File: src/rtl/mem_pkg.sv
// Shared types and defaults for the multi-cycle SRAM memory stage.
// No logic; no latency; no backpressure.
// Holds the FSM state encoding and a width helper.
package mem_pkg;

    typedef enum logic [1:0] {
        IDLE   = 2'd0,
        ACCESS = 2'd1,
        DONE   = 2'd2
    } mem_state_t;

    localparam int DEF_DATA_W      = 32;
    localparam int DEF_SRAM_DW     = 16;
    localparam int DEF_SRAM_AW     = 18;
    localparam int DEF_WAIT_CYCLES = 1;
    localparam int DEF_BEATS       = DEF_DATA_W / DEF_SRAM_DW;
    localparam int WAIT_W          = 4;

    // Counter widths must stay at least one bit even when only one value exists.
    function automatic int clog2_min1(input int v);
        return (v <= 1) ? 1 : $clog2(v);
    endfunction

endpackage

File: src/rtl/mem_beat_counter.sv
// Nested wait/beat counter that paces each SRAM beat of an access.
// Latency: flags are combinational from the registered counts; advances one step per enabled cycle.
// Backpressure: none; held at zero while clr is high.
module mem_beat_counter
    import mem_pkg::*;
#(
    parameter int BEATS       = DEF_BEATS,
    parameter int WAIT_CYCLES = DEF_WAIT_CYCLES,
    localparam int BEAT_W     = clog2_min1(BEATS)
) (
    input  logic              clk,
    input  logic              rst,
    input  logic              clr,
    input  logic              en,
    output logic [BEAT_W-1:0] beat,
    output logic              last_cycle,
    output logic              last_beat
);

    localparam logic [WAIT_W-1:0] WAIT_MAX = WAIT_W'(WAIT_CYCLES);
    localparam logic [BEAT_W-1:0] BEAT_MAX = BEAT_W'(BEATS - 1);

    logic [WAIT_W-1:0] wait_cnt;

    assign last_cycle = (wait_cnt == WAIT_MAX);
    assign last_beat  = (beat == BEAT_MAX);

    always_ff @(posedge clk) begin
        if (!rst || clr) begin
            wait_cnt <= '0;
            beat     <= '0;
        end else if (en) begin
            if (last_cycle) begin
                wait_cnt <= '0;
                beat     <= last_beat ? '0 : beat + 1'b1;
            end else begin
                wait_cnt <= wait_cnt + 1'b1;
            end
        end
    end

endmodule

File: src/rtl/sram_mem_stage.sv
// Pipeline memory stage doing loads/stores as little-endian beats on a narrow wait-stated SRAM.
// Latency: BEATS*(WAIT_CYCLES+1) access cycles after the accept cycle, then one DONE cycle.
// Backpressure: ready drops in the accept cycle and stays low until DONE; freeze = ~ready.
module sram_mem_stage
    import mem_pkg::*;
#(
    parameter int DATA_W      = DEF_DATA_W,
    parameter int SRAM_DW     = DEF_SRAM_DW,
    parameter int SRAM_AW     = DEF_SRAM_AW,
    parameter int WAIT_CYCLES = DEF_WAIT_CYCLES
) (
    input  logic               clk,
    input  logic               rst,
    input  logic               mem_r_en,
    input  logic               mem_w_en,
    input  logic [DATA_W-1:0]  alu_res,
    input  logic [DATA_W-1:0]  val_rm,
    output logic [DATA_W-1:0]  rd_data,
    output logic               ready,
    output logic [SRAM_AW-1:0] sram_addr,
    output logic [SRAM_DW-1:0] sram_dq_out,
    output logic               sram_dq_oe,
    output logic               sram_we_n,
    input  logic [SRAM_DW-1:0] sram_dq_in
);

    localparam int BEATS   = DATA_W / SRAM_DW;
    localparam int BEAT_W  = clog2_min1(BEATS);
    localparam int BEAT_SH = $clog2(BEATS);
    localparam int BYTE_SH = $clog2(DATA_W / 8);
    localparam int WA_W    = DATA_W - BYTE_SH;
    localparam int FULL_W  = WA_W + BEAT_W + SRAM_AW;

    mem_state_t         state;
    logic               op_we;
    logic [WA_W-1:0]    word_addr;
    logic [DATA_W-1:0]  wdata;
    logic [BEAT_W-1:0]  beat;
    logic               last_cycle;
    logic               last_beat;
    logic               in_access;
    logic               store_beat;
    logic [FULL_W-1:0]  full_addr;
    logic               unused_bits;

    mem_beat_counter #(
        .BEATS       (BEATS),
        .WAIT_CYCLES (WAIT_CYCLES)
    ) u_beat_counter (
        .clk        (clk),
        .rst        (rst),
        .clr        (!in_access),
        .en         (in_access),
        .beat       (beat),
        .last_cycle (last_cycle),
        .last_beat  (last_beat)
    );

    assign in_access  = (state == ACCESS);
    assign store_beat = in_access && op_we;

    // Bus is a pure decode of registered state so it is glitch-free and idle outside ACCESS.
    assign full_addr   = (FULL_W'(word_addr) << BEAT_SH) | FULL_W'(beat);
    assign sram_addr   = in_access ? full_addr[SRAM_AW-1:0] : '0;
    assign sram_dq_out = store_beat ? wdata[int'(beat)*SRAM_DW +: SRAM_DW] : '0;
    assign sram_dq_oe  = store_beat;
    // Releasing the strobe one cycle early gives address/data hold past the write edge.
    assign sram_we_n   = !(store_beat && (WAIT_CYCLES == 0 || !last_cycle));

    assign ready = (state == DONE) || (state == IDLE && !mem_r_en && !mem_w_en);

    assign unused_bits = ^{alu_res[BYTE_SH-1:0], full_addr[FULL_W-1:SRAM_AW]};

    always_ff @(posedge clk) begin
        if (!rst) begin
            state     <= IDLE;
            op_we     <= 1'b0;
            word_addr <= '0;
            wdata     <= '0;
            rd_data   <= '0;
        end else begin
            case (state)
                IDLE: begin
                    if (mem_r_en || mem_w_en) begin
                        state     <= ACCESS;
                        op_we     <= mem_w_en;
                        word_addr <= alu_res[DATA_W-1:BYTE_SH];
                        wdata     <= val_rm;
                    end
                end
                ACCESS: begin
                    if (!op_we && last_cycle) begin
                        rd_data[int'(beat)*SRAM_DW +: SRAM_DW] <= sram_dq_in;
                    end
                    if (last_cycle && last_beat) begin
                        state <= DONE;
                    end
                end
                DONE:    state <= IDLE;
                default: state <= IDLE;
            endcase
        end
    end

endmodule

File: config.mk
export PLATFORM = sky130hd
export DESIGN_NAME = sram_mem_stage
export DESIGN_NICKNAME = d
export VERILOG_FILES = /design/src/rtl/mem_pkg.sv /design/src/rtl/mem_beat_counter.sv /design/src/rtl/sram_mem_stage.sv
export SDC_FILE = /design/constraint.sdc
export NUM_CORES = 1
export LEC_CHECK = 0
export CAP_MARGIN = 20
export CORE_UTILIZATION = 32
export DETAILED_ROUTE_END_ITERATION = 10
export HOLD_SLACK_MARGIN = 0.15
export PLACE_DENSITY = 0.67
export REMOVE_ABC_BUFFERS = 1
export SLEW_MARGIN = 0
export SYNTH_ARGS = -nofsm -noshare
export SYNTH_HDL_FRONTEND = slang
export SYNTH_HIERARCHICAL = 1
export SYNTH_SLANG_ARGS = --single-unit
File: constraint.sdc
create_clock -name clk -period 2.26 [get_ports clk]
set_input_delay 0.452 -clock clk [delete_from_list [all_inputs] [get_ports clk]]
set_output_delay 0.452 -clock clk [all_outputs]
set_load 0.03 [all_outputs]
==> results by group <==
Power and ir drop
  • Leakage power: 2.38 nW
  • Cell-internal power: 0.00290 W
  • Net Sw Frac: 0.231
  • Logic pwr share: 0.132
  • Sequential power share: 0.448
  • Clock share of power: 0.420
  • Power consumption: 0.00377 W
  • P_sw: 0.000871 W
  • Maximum vdd drop: 0.411 mV
  • Power Dens Cells: 671 nW/um^2

Worst setup path
  • Path depth of the worst reg2reg path: 5
  • Critical-path maximum fanout: 13
  • CP max stage delay: about 410 ps
  • Crit path kind: reg2out
  • Critical path data arrival time: 1660 ps
  • Data required time of the critical path: about 1800 ps
  • Critical path cell sequence: nand2b_4 -> inv_1 -> nand2_2 -> buf_4 -> nor2_1 -> buf_4
  • Most used cell, CP: buf_4
  • Critical Path Start Type: flip-flop
  • Setup crit end kind: output port
  • Slowest-stage cell, CP: dfxtp_1

Yosys
  • Synth Area per Inst: 8.98 um^2
  • Most frequent cell after synthesis: nand2_1
  • Post-synth top area cell: dfxtp_1
  • Most used DFF post-synth: dfxtp_1
  • Gate Count Post-Synth: 437
  • Post-synth EDFFs: 0
  • Ys async rst share: 0
  • Number of distinct library cells after synthesis: 32
  • Proportion of netlist area held by the largest area contributor: 0.454
  • Post-Syn Area: 3930 um^2
  • Synthesis-stage register bit count: 89
  • Synth top area cells: dfxtp_1 (45%), mux2i_1 (25%), nand2_1 (14%), and2_1 (2.9%), nor2_1 (2.3%)
  • Seq/Total Area, Yosys: 0.454
  • Most frequent cells after synthesis: nand2_1 (151), mux2i_1 (98), dfxtp_1 (89)
  • YS warnings: 6

Cells and area
  • Layout Nets: between 600 and 700
  • Final core utilization: 0.470
  • Layout cell share with drive strength beyond 1: 0.122
  • Layout area overhead: 43.3%
  • Final Non-Filler Cells: around 700
  • N_diodes: 0

Placed design
  • Dpl cells: ~700
  • Number of buffers added on ports: 137
  • GPL Wtd Cong: 0.668
  • HPWL after DPL: 6.27 mm

Global route
  • All-Layer GR Usage: 0.146
  • Largest net degree at the start of global routing: 60
  • Remaining global-route overflow: 0
  • Met2 Use GR: 0.251
  • Initial antenna violation count: 0
  • Met3 usage: 0.0541
  • First-pass GRT wire length: about 15 mm
  • Number of global-route vias before repair: 3286
  • Most Used Layer, Global Route: met2
  • Met1 usage: 0.169

Die
  • Die Span Y: 113 um
  • Row Count: 40
  • Die Footprint: about 13000 um^2
  • Horiz. Die Dim: 113 um
  • Initial cell density of the core: 0.328
  • I/O Pins: 153
  • Core area: 12000 um^2

Flow run
  • Max Cap Viol: 0

STA
  • Fmax: between 400 and 500 MHz
  • # setup viols final: 0
  • Worst slew pin tran: 522 ps
  • Final Hold Fails: 0
  • Clock skew: 4.53 ps
  • Setup TNS: 0 ps
  • Slew Limit Fails: 0
  • Post-route minimum period: ~2100 ps
  • Rel. slew slack: 0.652
  • Period utilisation layout: 0.935
  • Fin Hold WS: 451 ps
  • RSZ-0062 raised after global routing: false

Drt
  • Drt drc: 0
  • DR vias: 3294
  • Routed wire per std cell: 12.8 um
  • Routed vias/inst: 4.62
  • Post-route ant nets: 0
  • Total iterations of the first detailed-routing run: 4
  • DRT iter0 DRCs: 126
  • Drt total wl: 9.11 mm

Clock tree
  • CTS root buf: clkbuf_16
  • TritonCTS Sinks: 89
  • Worst skew pair latency: about 330 ps
  • Postcts setup bufs: 0
  • Clock Path Buffers: 2
  • H-tree depth: 3
  • Resize count post-CTS: 0
  • TritonCTS clock tree: yes
  • Clk slew on worst S/H paths: 60 ps
  • Num CTS Buffers: 9
  • Number of hold buffers added after CTS: 0

Worst hold path
  • Worst hold stages: 2
  • Hold Crit Class: reg2reg

Outcome
  • Status: finished, final reports clean
layout by cell type (no fill, tap or decap), types with 2 or more instances in the layout:
master / n
nand2_1: 151
clkdlybuf4s50_1: 99
mux2i_1: 98
dfxtp_1: 89
buf_4: 43
nor2_1: 24
and2_1: 18
clkbuf_16: 9
buf_12: 4
inv_1: 3
nand3_1: 3
clkinv_2: 2
bufinv_16: 2
xor2_1: 2
cell type report:
| class | instances | area, um^2 |
|---|---|---|
| clock inverters | 5 | 78.8 |
| repair buffers | 146 | 1390 |
| well taps | 147 | 184 |
| flip-flops and latches | 89 | 1780 |
| fillers | 1128 | 6340 |
| multi-input cells | 312 | 1930 |
| inverters | 3 | 11.3 |
| clock buffers | 11 | 243 |
logic make-up after synthesis:
family,synth area share
buffers and inverters,0.0551
AOI/OAI and AO/OA,0.00765
and+or+nand+nor,0.227
DFF,0.454
muxes,0.250
xor gates and xnor gates,0.00670
worst max-delay path: cells and delay by family (launching register included):
family / cells / cell delay, ps
AND/OR/NAND/NOR: 3 / 420
buffers and inverters: 3 / 500
flip-flops: 1 / 410
per-layer routing:
metal / routed length [um] / part of all wire
met5: 0 / 0
met3: 765 / 0.084
met2: 4220 / 0.46
met4: 89 / 0.0098
met1: 4030 / 0.44
state kept, by name (all words and copies together), names as in the netlist:
register,count
wdata,32
rd_data,32
u_beat_counter/beat,1
word_addr,17
u_beat_counter/wait_cnt,4
op_we,1
state,2
power by group through the flow:
stage,clock network [W],logic (W),registers [W]
3_3_place_gp,0,0.000493,0.00172
3_5_place_dp,0,0.000505,0.00172
4_1_cts,0.00166,0.000507,0.00169
2_1_floorplan,0,0.000277,0.00172
6_report,0.00159,0.000498,0.00169
5_1_grt,0.00172,0.000543,0.00170
through the flow:
| step | setup WS, ps | area [um^2] |
|---|---|---|
| 6_report | 147 | 5620 |
| 5_1_grt | 2.79 | 5620 |
| 4_1_cts | 55.6 | 5620 |
| 3_5_place_dp | 194 | 5300 |
| 3_3_place_gp | 273 | 5300 |
| 2_1_floorplan | -3700 | 3720 |
path summary, 6_finish.rpt:
path / slack [ps] / end / startpoint
setup / recovery: 150 / sram_dq_out[12] / state[0]
hold / removal: 450 / word_addr[13] / word_addr[13]
setup reg to reg: 620 / rd_data[13] / u_beat_counter/wait_cnt[1]
hold reg to reg: 450 / word_addr[13] / word_addr[13]
(Power assumes the default switching activity.)
